**src/rtl/uart_tx_arbiter.sv**
```systemverilog
// uart_tx_arbiter: shares one UART transmitter among NUM_REQ byte sources, round-robin by default.
// Define UART_ARB_FIXED_PRIO_EN to make the lowest valid index always win instead.
module uart_tx_arbiter #(
    parameter int NUM_REQ = 4,
    parameter int BUSY_WAIT_CYCLES = 1024,
    localparam int IDW = (NUM_REQ > 1) ? $clog2(NUM_REQ) : 1
) (
    input  logic                 system_clk,
    input  logic                 reset,
    input  logic [NUM_REQ-1:0]   req_valid,
    input  logic [8*NUM_REQ-1:0] req_data,
    output logic [NUM_REQ-1:0]   req_ready,
    output logic [7:0]           tx_din,
    output logic                 tx_wr_en,
    input  logic                 tx_busy,
    output logic [IDW-1:0]       grant_id,
    output logic                 active,
    output logic                 timeout_err,
    output logic [7:0]           err_count
);
    localparam int CW = $clog2(BUSY_WAIT_CYCLES);

    typedef enum logic [1:0] {IDLE, LOAD, WAIT_BUSY, WAIT_DONE} state_t;

    state_t         state;
    logic [CW-1:0]  wait_cnt;
    logic [IDW-1:0] sel;
    logic           found;

`ifdef UART_ARB_FIXED_PRIO_EN
    always_comb begin
        found = |req_valid;
        sel   = '0;
        for (int j = NUM_REQ - 1; j >= 0; j--)
            if (req_valid[j]) sel = IDW'(j);
    end
`else
    logic [IDW-1:0] last_grant;
    logic [IDW-1:0] cand;

    // search starts just after the last winner and wraps
    always_comb begin
        found = 1'b0;
        sel   = '0;
        cand  = '0;
        for (int j = 0; j < NUM_REQ; j++) begin
            cand = IDW'((int'(last_grant) + 1 + j) % NUM_REQ);
            if (!found && req_valid[cand]) begin
                found = 1'b1;
                sel   = cand;
            end
        end
    end
`endif

    always_ff @(posedge system_clk or negedge reset) begin
        if (!reset) begin
            state       <= IDLE;
            req_ready   <= '0;
            tx_wr_en    <= 1'b0;
            tx_din      <= 8'h00;
            grant_id    <= '0;
            active      <= 1'b0;
            timeout_err <= 1'b0;
            err_count   <= 8'h00;
            wait_cnt    <= '0;
`ifndef UART_ARB_FIXED_PRIO_EN
            last_grant  <= IDW'(NUM_REQ - 1);
`endif
        end else begin
            req_ready   <= '0;
            tx_wr_en    <= 1'b0;
            timeout_err <= 1'b0;
            case (state)
                IDLE: if (found && !tx_busy) begin
                    tx_din    <= req_data[8*sel +: 8];
                    grant_id  <= sel;
`ifndef UART_ARB_FIXED_PRIO_EN
                    last_grant <= sel;
`endif
                    req_ready <= NUM_REQ'(1) << sel;
                    tx_wr_en  <= 1'b1;
                    active    <= 1'b1;
                    state     <= LOAD;
                end
                LOAD: begin
                    wait_cnt <= '0;
                    state    <= WAIT_BUSY;
                end
                // the byte is lost on timeout; its accept has already been given
                WAIT_BUSY: if (tx_busy) begin
                    state <= WAIT_DONE;
                end else if (wait_cnt == CW'(BUSY_WAIT_CYCLES - 1)) begin
                    timeout_err <= 1'b1;
                    if (err_count != 8'hff) err_count <= err_count + 8'd1;
                    active      <= 1'b0;
                    state       <= IDLE;
                end else begin
                    wait_cnt <= wait_cnt + 1'b1;
                end
                WAIT_DONE: if (!tx_busy) begin
                    active <= 1'b0;
                    state  <= IDLE;
                end
                default: state <= IDLE;
            endcase
        end
    end
endmodule

```
**config.mk**
```make
export PLATFORM = sky130hd
export DESIGN_NAME = uart_tx_arbiter
export DESIGN_NICKNAME = d
export VERILOG_FILES = /design/src/rtl/uart_tx_arbiter.sv
export SDC_FILE = /design/constraint.sdc
export NUM_CORES = 1
export LEC_CHECK = 0
export CORE_ASPECT_RATIO = 0.5
export CORE_MARGIN = 5
export CORE_UTILIZATION = 49
export CTS_BUF_LIST = sky130_fd_sc_hd__clkbuf_8
export DETAILED_ROUTE_END_ITERATION = 8
export PLACE_DENSITY = 0.83
export REMOVE_ABC_BUFFERS = 1
export SETUP_SLACK_MARGIN = 0.4
export SLEW_MARGIN = 30
export SYNTH_ARGS = -nofsm -noshare
export SYNTH_HDL_FRONTEND = slang
export SYNTH_SLANG_ARGS = --single-unit
export TNS_END_PERCENT = 20
```
**constraint.sdc**
```tcl
create_clock -name system_clk -period 2.6 [get_ports system_clk]
set_input_delay 0.26 -clock system_clk [delete_from_list [all_inputs] [get_ports system_clk]]
set_output_delay 0.26 -clock system_clk [all_outputs]
set_load 0.01 [all_outputs]
```
**Word level (Yosys, flattened, before mapping)**

Cells that the tools add are included.

- Input port bits: 39
- Register bits after elaboration: 39
- Output and inout port bits: 25

- Reduce and logical (&&, ||, !) cells: 16
- Order comparisons: 4
- Bitwise operators: 1
- $add $sub $neg: 6
- Muxes and demuxes: 36
- Equality and inequality tests: 11
- Shifts and indexed selects: 2

Operators with widths:

| kind | count |
|---|---|
| variable part select 32 x 6 -> 8 bit | 1 |
| two-way mux 10 bit | 2 |
| case mux 10 bit (2 select lines) | 1 |
| two-way mux 1 bit | 17 |
| two-way mux 2 bit | 8 |
| less-than comparator 2 x 3 -> 1 bit, second input constant | 4 |
| adder 10 x 1 -> 10 bit, second input constant | 1 |
| == test 10 bit, second input constant | 1 |
| != test 2 bit, second input constant | 5 |
| adder 8 x 1 -> 8 bit, second input constant | 1 |
| binary-select mux 1 bit (select 2 bit) | 4 |
| two-way mux 4 bit | 2 |
| != test 8 bit, second input constant | 1 |
| case mux 2 bit (4 select lines) | 1 |
| adder 2 bit, second input constant | 3 |
| AND reduction 3 bit | 2 |
| AND reduction 5 bit | 1 |
| == test 2 bit, second input constant | 2 |
| logical AND 1 bit | 4 |
| zero test 1 bit | 4 |
| AND reduction 4 bit | 1 |
| << shifter 1 x 2 -> 4 bit, first input constant | 1 |
| != test 3 bit, second input constant | 1 |
| case mux 1 bit (3 select lines) | 1 |
| 7 further kinds | 7 |

**Longest topological paths before layout**

- Word-level depth: 16
- Mapped depth: 9

**Least setup slack after synthesis**

No wires, ideal clock.

- Path kind: reg2reg
- Start point: register state[0]
- End point: register err_count[1]
- Path slack: 0.584 ns
- Clock period less this slack: 2.016 ns
- Data required time: 2.475 ns
- Cell stages (with the launch flop): 7
- Arrival: 1.892 ns
- Library setup time: 0.125 ns
- Path through: dfrtp_1 > inv_1 > ha_1 > nand4b_1 > or4_4 > nor2_4 > mux2_2

- Cells in the longest elaborated chain, start to end: 2

RTL lines:

| what | line | source |
|---|---|---|
| from (decl) | 25 | `state_t state;` |
| from (signal assigned) | 58 | `state <= IDLE;` |
| from (signal assigned) | 84 | `state <= LOAD;` |
| from (signal assigned) | 88 | `state <= WAIT_BUSY;` |
| == test 2 bit | 74 | `case (state)` |
| AND reduction 4 bit (no line) | - |  |
| to (signal assigned) | 95 | `if (err_count != 8'hff) err_count <= err_count + 8'd1;` |
| to (decl) | 19 | `output logic [7:0] err_count` |

Every way passes these cells.
A chain may end at the register's enable or synchronous reset.

**Worst setup path in the final report**

Same ends and word-level chain as after synthesis.

==> reports/metrics.yaml <==
run_status:
  status: "finished clean"
detailed_routing:
  antenna_left: 0
  dr.pass1.iters: 4
  vias_per_cell: 5.38
  first_iter_violations: 75
  drc: 0
  wl_per_cell_um: 14.3
  vias: 1846
  routed_wirelength_um: 4910
critical_path:
  crit_path_start_kind: "flop"
  end_kind: "flop"
  cp.arrival_ns: 2.34
  cpMaxStageDelayCell: "or4_4"
  worstSetupPathType: "flop to flop"
  critical_path_required_ns: 2.79
  crit_family: "simple AND/OR/NAND/NOR gates"
  worstPathCellList: "inv_1 -> ha_2 -> nand4b_1 -> or4_4 -> nor2_4 -> mux2_2"
  worst-path-buf-inv: 1
  max_stage_delay_ns: 0.57
  critPathMaxFanout: 7
place:
  dpl.hpwl_um: 3620
  gp_congestion: 0.858
  port_buffers: 63
  placedCellCount: 334
timing:
  setup_viol: 0
  setup_tns_ns: 0
  grt_setup_unrepaired: "yes"
  max_freq_ghz: 0.466
  slew_headroom: 0.672
  finalCriticalPeriod_ns: 2.15
  period_share: 0.826
  hold_viol: 0
  whs_ns: 0.465
  worst_pin_slew_ns: 0.488
  slew_viol_final: 0
  skew_ns: 0.0107
synthesis:
  yosys.area_share.simple: 0.254
  postSynthCellCount: 218
  synth_seq_area_share: 0.457
  synthDistinctLibCells: 44
  ys_warn_count: 0
  synthAdderAreaFrac: 0.0350
  synth_area_um2: 2140
  synth_compound_area_frac: 0.0993
  synth_top_family_by_area: "simple AND/OR/NAND/NOR gates"
  synth-xor-area-share: 0.0327
  muxShareOfSynthArea: 0.0993
  synth-seq-cells: 39
  synth_area_per_cell_um2: 9.83
layout:
  layout.cells.most_common: "clkdlybuf4s50_1"
  antenna_cells: 0
  drive_above_1_share: 0.119
  layout_common_cells: "clkdlybuf4s50_1 (62), dfrtp_1 (37), nand2_1 (26)"
  num-nets-final: 330
  fin_cells: 343
  fillCellCount: 340
  synthToLayoutAreaGrowth_pct: 37.4
floorplanning:
  fp.dieArea_um2: 5870
  dieWidth_um: 104
  ios: 64
  rows: 17
  floorplan.core_area_um2: 4320
  start_util: 0.496
  fp.dieH_um: 56.8
cts:
  insertion_delay_ns: 0.30
  numCtsBuffers: 5
  cts_root_buffer: "clkbuf_8"
  clkTransAtPathRegs_ns: 0.08
  cts_tree: "yes"
  clockBufferDepth: 2
  h-tree-depth: 2
  postCtsSetupRepairBufs: 0
  cts_sinks: 39
global_routing:
  grt_usage: 0.171
  grt_pass1_vias: 1897
  grt_max_degree: 40
  grt-ovfl-total: 0
  antenna_found_initial: 0
  grt_pass1_wl_um: 8340
power:
  peakVddDrop_v: 0.000368
  power_w: 0.00228
  power_density_nw_per_um2: 774
  p_leak_nw: 1.22
min_path:
  hold_path_class: "input port to asynchronous set/reset pin"
flow_run:
  max-cap-violations: 0
cells in the mapped netlist (all sizes together):
cell type | number | share of area
o31ai | 1 | 0.0099
nor3 | 5 | 0.012
a21oi | 7 | 0.016
o211ai | 8 | 0.028
and3 | 3 | 0.0088
mux2i | 10 | 0.047
nand2 | 26 | 0.046
a311oi | 1 | 0.0041
xor2 | 1 | 0.0041
xnor2 | 7 | 0.029
buf | 4 | 0.011
and4 | 1 | 0.0047
nand2b | 5 | 0.015
nand3 | 19 | 0.044
clkbuf | 3 | 0.0053
a22oi | 1 | 0.0035
ha | 6 | 0.035
o22a | 1 | 0.0041
o2bb2ai | 1 | 0.0041
nor4 | 2 | 0.0058
mux2 | 10 | 0.053
nor3b | 1 | 0.0035
o21a | 1 | 0.0035
o21ai | 4 | 0.0093
and4b | 1 | 0.0047
o221ai | 1 | 0.0041
a21o | 1 | 0.0035
nor2b | 8 | 0.023
nand4b | 1 | 0.0041
nand4 | 7 | 0.023
or4 | 2 | 0.0088
and3b | 1 | 0.0041
dfstp | 2 | 0.025
nor2 | 21 | 0.040
o31a | 2 | 0.0088
or2 | 1 | 0.0029
or3 | 1 | 0.0035
dfrtp | 37 | 0.43
inv | 4 | 0.0070
layout make-up:
type                       count  area (µm²)  area share
inverter                       4        18.8     0.00637
timing repair buffer          67         661       0.224
multi-input combinational    168        1120       0.382
clock buffer                   6        82.6      0.0280
sequential                    39         978       0.332
clock inverter                 2        8.76     0.00297
tap                           57        71.3      0.0242
cells by family (layout without fill, tap and decap cells):
| group | Yosys count | count (layout) |
|---|---|---|
| simple gates | 105 | 105 |
| buf+inv | 11 | 79 |
| mux | 20 | 20 |
| flops | 39 | 39 |
| fa+ha+maj | 6 | 6 |
| xor+xnor | 8 | 8 |
| compound gates | 29 | 29 |
worst paths after layout:
kind,from,depth (start not counted),to,slack [ns]
setup / recovery,state[0],6,err_count[1],0.45
hold / removal,reset,2,grant_id[0],0.47
setup reg to reg,state[0],6,err_count[1],0.45
hold reg to reg,grant_id[0],2,grant_id[0],0.52
max in group asynchronous,reset,2,last_grant[0],1.79
min in group system_clk,grant_id[0],2,grant_id[0],0.52
metal layers:
layer / up-vias / wire length [µm] / GRT usage
met5: - / 0 / 0
met4: 0 / 97 / 0.0673
met3: 10 / 192 / 0.0425
met2: 49 / 2480 / 0.307
met1: 878 / 2140 / 0.197
li1: 909 / - / -
what timing repair did:
action                                  CTS  global route
endpoints found under the setup margin    1            13
hold buffers                              0             1
resized for setup                         1             1
endpoints found under the hold margin     0            37
through the flow:
stage	utilization	area [µm²]	setup WS, ns
floorplan	-	2110	0.134
global placement	0.656	2830	0.401
detailed placement	0.656	2830	0.358
CTS	0.678	2930	0.423
global route	0.682	2940	0.347
finish	0.682	2940	0.452
power by group:
group	internal (W)	switching, W
combinational	0.000499	0.000491
clock	0.000210	0.000210
sequential	0.000762	0.000108
flip-flops by register name, indices dropped and copies added, names as in the netlist:
name	flops
tx_din	8
wait_cnt	10
state	2
timeout_err	1
tx_wr_en	1
last_grant	2
active	1
err_count	8
req_ready	4
grant_id	2
worst reg2reg max path, stage by stage (launching register included):
cell and delay (ns):
dfrtp_1 0.42, inv_1 0.12, ha_2 0.25, nand4b_1 0.15, or4_4 0.57, nor2_4 0.20
mux2_2 0.35
Note: power is estimated with default switching activity, not from simulation.
